[config.mk]
export PLATFORM = sky130hd
export DESIGN_NAME = ack_burst_responder
export DESIGN_NICKNAME = d
export VERILOG_FILES = /design/src/rtl/ack_burst_responder.sv
export SDC_FILE = /design/constraint.sdc
export NUM_CORES = 1
export LEC_CHECK = 0
export ABC_AREA = 1
export CORE_MARGIN = 3
export CORE_UTILIZATION = 39
export CTS_CLUSTER_SIZE = 25
export DETAILED_ROUTE_END_ITERATION = 10
export PLACE_DENSITY_LB_ADDON = 0.3
export SYNTH_ARGS = -nofsm -noshare
export SYNTH_HDL_FRONTEND = slang
export SYNTH_SLANG_ARGS = --single-unit
[constraint.sdc]
create_clock -name clk -period 1.4 [get_ports clk]
set_input_delay 0.14 -clock clk [delete_from_list [all_inputs] [get_ports clk]]
set_output_delay 0.14 -clock clk [all_outputs]
set_load 0.05 [all_outputs]
[src/rtl/ack_burst_responder.sv]
// Responder side of the transmit/receive/complete handshake: after a fixed
// lead it issues a clamped burst of single-cycle acknowledges, then completes.
module ack_burst_responder #(
   parameter int MIN_BEATS = 2,
   parameter int MAX_BEATS = 5,
   parameter int LEAD      = 2,
   parameter int MAX_GAP   = 3
) (
   input  logic       clk,
   input  logic       rst,
   input  logic       transmiter,
   input  logic [2:0] num_beats,
   input  logic [1:0] gap,
   output logic       recevier,
   output logic       complete,
   output logic       busy,
   output logic       overrun
);

   localparam int GW = $clog2(MAX_GAP + 1);

   typedef enum logic [2:0] {
      IDLE,
      LEAD_S,
      BEAT,
      GAP,
      DONE
   } state_t;

   state_t        state;
   logic [2:0]    beats_q;
   logic [2:0]    cnt;
   logic [GW-1:0] gap_q;
   logic [GW-1:0] gap_cnt;
   logic [3:0]    lead_cnt;

   function automatic logic [2:0] clamp(input logic [2:0] n);
      if (n < 3'(MIN_BEATS))
         return 3'(MIN_BEATS);
      else if (n > 3'(MAX_BEATS))
         return 3'(MAX_BEATS);
      return n;
   endfunction

   always_ff @(posedge clk) begin
      if (rst) begin
         state    <= IDLE;
         recevier <= 1'b0;
         complete <= 1'b0;
         busy     <= 1'b0;
         overrun  <= 1'b0;
         beats_q  <= 3'd0;
         cnt      <= 3'd0;
         gap_q    <= '0;
         gap_cnt  <= '0;
         lead_cnt <= 4'd0;
      end else begin
         // any request outside IDLE, including the complete cycle, is dropped
         if (transmiter && state != IDLE)
            overrun <= 1'b1;
         unique case (state)
            IDLE: begin
               if (transmiter) begin
                  beats_q  <= clamp(num_beats);
                  gap_q    <= GW'(gap);
                  cnt      <= 3'd0;
                  lead_cnt <= 4'(LEAD - 2);
                  busy     <= 1'b1;
                  state    <= LEAD_S;
               end
            end
            LEAD_S: begin
               if (lead_cnt == 4'd0) begin
                  recevier <= 1'b1;
                  cnt      <= 3'd1;
                  state    <= BEAT;
               end else begin
                  lead_cnt <= lead_cnt - 4'd1;
               end
            end
            BEAT: begin
               recevier <= 1'b0;
               if (cnt == beats_q) begin
                  complete <= 1'b1;
                  state    <= DONE;
               end else if (gap_q != '0) begin
                  gap_cnt <= gap_q;
                  state   <= GAP;
               end else begin
                  recevier <= 1'b1;
                  cnt      <= cnt + 3'd1;
               end
            end
            GAP: begin
               if (gap_cnt == GW'(1)) begin
                  recevier <= 1'b1;
                  cnt      <= cnt + 3'd1;
                  state    <= BEAT;
               end else begin
                  gap_cnt <= gap_cnt - GW'(1);
               end
            end
            DONE: begin
               complete <= 1'b0;
               busy     <= 1'b0;
               state    <= IDLE;
            end
            default: state <= IDLE;
         endcase
      end
   end

endmodule

==> results.json <==
{
  "finClkSkew_ns": 0.00464,
  "timing.final.crit_period_ns": 1.32,
  "die_w_um": 60.2,
  "timing.final.max_slew_violations": 0,
  "critPathMaxFanout": 4,
  "synth.distinct_cells": 23,
  "routed_wirelength_um": 2410,
  "cts.path.max_buffers": 2,
  "grt_pass1_vias": 938,
  "place_hpwl_um": 1800,
  "run_status": "complete, no violations",
  "powerDensity_nw_per_um2": 2090,
  "hold_buffers": 0,
  "place_congestion": 0.784,
  "drtIter0Drc": 33,
  "totalPowerFinal_uw": 2950,
  "final_net_count": 204,
  "path_cells": "nor2_2 -> nand3b_1 -> nand3_4 -> nor2_4 -> nand2_4 -> nand2_1 -> nand2_1 -> nor2_2",
  "fp.dieArea_um2": 3620,
  "ir_worst_vdd_mv": 1.38,
  "seq_cells_post_synth": 21,
  "mostFrequentLayoutCells": "sky130_fd_sc_hd__nand2_1 (38), sky130_fd_sc_hd__inv_1 (22), sky130_fd_sc_hd__nor2_1 (19), sky130_fd_sc_hd__dfxtp_1 (17), sky130_fd_sc_hd__a21oi_1 (14)",
  "timing.critical_path.max_delay_family": "simple AND/OR/NAND/NOR gates",
  "bufs_and_invs_on_worst_path": 0,
  "worstRegToRegCells": 8,
  "vias": 1096,
  "internal_power_uw": 1560,
  "netlist_instances": 169,
  "core_box_area_um2": 2780,
  "max_cap_viol_count": 0,
  "die_y_um": 60.2,
  "grt_start_max_net_pins": 14,
  "slew_headroom_pct": 75.3,
  "clockRootBuffer": "sky130_fd_sc_hd__clkbuf_4",
  "antenna_found_initial": 0,
  "period_share_pct": 94.4,
  "buffer_ports.inserted": 11,
  "power.switching_fraction_pct": 47.1,
  "num_antenna_cells": 0,
  "netlist.top_cell.by_area": "sky130_fd_sc_hd__dfxtp_1",
  "worst-endpoint-required_ns": 1.63,
  "rows": 19,
  "worst-setup-path-type": "flip-flop to flip-flop",
  "cts.reportedPaths.clkPinSlew_ns": 0.13,
  "actual_transition_at_the_worst_max_transition_pin_ns": 0.370,
  "startpoint_types": "flip-flop",
  "leakagePower_uw": 0.000687,
  "cp.arrival_ns": 1.55,
  "initial_utilization_pct": 41.2,
  "drive_gt1_share_pct": 24.2,
  "syn2layout_area_growth_pct": 23.6,
  "clock_latency_ns": 0.31,
  "switchingPower_uw": 1390,
  "routedWlPerCell_um": 10.9,
  "detail_route.vias_per_cell": 4.96,
  "setup_viol_count_final": 0,
  "power.sequential.fraction_pct": 33.1,
  "final_antenna_net_count": 0,
  "finalHoldViolCount": 0,
  "share_comb_of_total_power_pct": 56.4,
  "most_common_cell_after_layout_fill_and_taps_aside": "sky130_fd_sc_hd__nand2_1",
  "global_route.usage.total_pct": 14.0,
  "synth_top_area_share_pct": 36.7,
  "tritoncts": "yes",
  "critical-path-slowest-cell": "sky130_fd_sc_hd__dfxtp_1",
  "drc_errors": 0,
  "synth-warning-count": 0,
  "grt_first_pass_wirelength_um": 3810,
  "worst_path_largest_cell_delay_ns": 0.38,
  "numCtsBuffers": 3,
  "syn-num-nets": 182,
  "hold_path.class": "input port to flip-flop",
  "hold-path-cell-count": 3,
  "final_cells": 221,
  "max_clock_freq_mhz": 757,
  "placed_cell_count": 216,
  "worstSetupPathDepth": 8,
  "htreeDepth": 1,
  "critPathCaptureType": "flip-flop",
  "hold-worst-slack_ns": 0.449,
  "netlist_area_um2": 1140,
  "clock_share_of_power_pct": 10.4,
  "detailedRoute.firstPassIterationCount": 4,
  "globalRoute.totalOverflow": 0,
  "synth_area_leaders": "sky130_fd_sc_hd__dfxtp_1 (37%), sky130_fd_sc_hd__nand2_1 (13%), sky130_fd_sc_hd__inv_1 (7.9%)",
  "mapped_avg_cell_area_um2": 6.77,
  "top_level_ports": 12,
  "synth.yosys.seq_area_share_pct": 36.7,
  "cts.sinks": 21
}
## final cells by class
class	count	area (µm²)
clock buffers	3	22.5
clock inverters	1	5.00
fillers	284	1370
inverters	26	97.6
multi-input cells	120	663
flip-flops and latches	21	428
well taps	31	38.8
repair buffers	19	160
## synthesized netlist by cell type
master	number
sky130_fd_sc_hd__nand2_1	40
sky130_fd_sc_hd__inv_1	24
sky130_fd_sc_hd__nor2_1	22
sky130_fd_sc_hd__dfxtp_1	21
sky130_fd_sc_hd__a21oi_1	14
sky130_fd_sc_hd__o21ai_0	10
sky130_fd_sc_hd__nand3_1	9
sky130_fd_sc_hd__ha_1	5
sky130_fd_sc_hd__nand2_2	4
sky130_fd_sc_hd__nor2_2	4
sky130_fd_sc_hd__inv_2	2
sky130_fd_sc_hd__nand3_2	2
sky130_fd_sc_hd__or2_2	2
sky130_fd_sc_hd__buf_2	1
sky130_fd_sc_hd__clkbuf_8	1
sky130_fd_sc_hd__nand2_4	1
sky130_fd_sc_hd__nand3b_1	1
sky130_fd_sc_hd__nand4_1	1
sky130_fd_sc_hd__nor3_1	1
sky130_fd_sc_hd__nor3b_1	1
sky130_fd_sc_hd__o211a_1	1
sky130_fd_sc_hd__xnor2_1	1
sky130_fd_sc_hd__xor2_1	1
## power by group through the flow
stage / logic [µW] / registers [µW] / clock network, µW
final: 1670 / 978 / 308
after global routing: 1860 / 1010 / 331
after floorplan: 1020 / 1060 / 0
after global placement: 1420 / 960 / 0
after CTS: 1500 / 954 / 316
after detailed placement: 1470 / 966 / 0
## flip-flops by register name, indices dropped and copies added (netlist names)
name / flops
lead_cnt: 4
beats_q: 3
cnt: 3
state: 3
gap_cnt: 2
gap_q: 2
busy: 1
complete: 1
overrun: 1
recevier: 1
## timing repair
item,in CTS,in global routing
gates cloned,0,0
buffers inserted,0,1
pin swaps,0,4
resized for setup,3,17
endpoints found under the setup margin,1,6
## logic make-up after synthesis
group                    count (synthesis)  synth area share [%]
adder cells (fa/ha/maj)                  5                  5.46
AND/OR/NAND/NOR                         88                  34.8
XOR/XNOR                                 2                  1.53
buffers and inverters                   28                  10.2
AO/OA/AOI/OAI                           25                  11.4
flip-flops                              21                  36.7
## per-stage QoR
stage                     worst slack, ns   TNS [ns]  utilization, %  instance area, µm²
after CTS                          0.0155          0            48.7                1350
after global placement             -0.137     -0.414            47.4                1320
after global routing            -0.000485  -0.000485            50.9                1420
after floorplan                     0.120          0               -                1140
final                              0.0787          0            50.9                1420
after detailed placement           -0.188     -0.671            47.4                1320
## routing by layer
layer | wire length (µm) | track usage (%) | vias to the layer above
met3 | 63 | 2.81 | 7
met4 | 57 | 6.33 | 0
li1 | - | - | 575
met1 | 1100 | 16.6 | 502
met2 | 1190 | 23.9 | 12
met5 | 0 | 0 | -
## worst paths after layout
check                 from        to  slack [ns]
setup / recovery  state[0]    cnt[1]        0.08
hold reg to reg       busy      busy        0.47
setup reg to reg  state[0]    cnt[1]        0.08
hold / removal      gap[0]  gap_q[0]        0.45
## tightest hold or removal path, delay by kind of cell
kind | cells | cell delay [ns]
buffers and inverters | 1 | 0.39
AO/OA/AOI/OAI | 2 | 0.19
(Power assumes the default switching activity.)
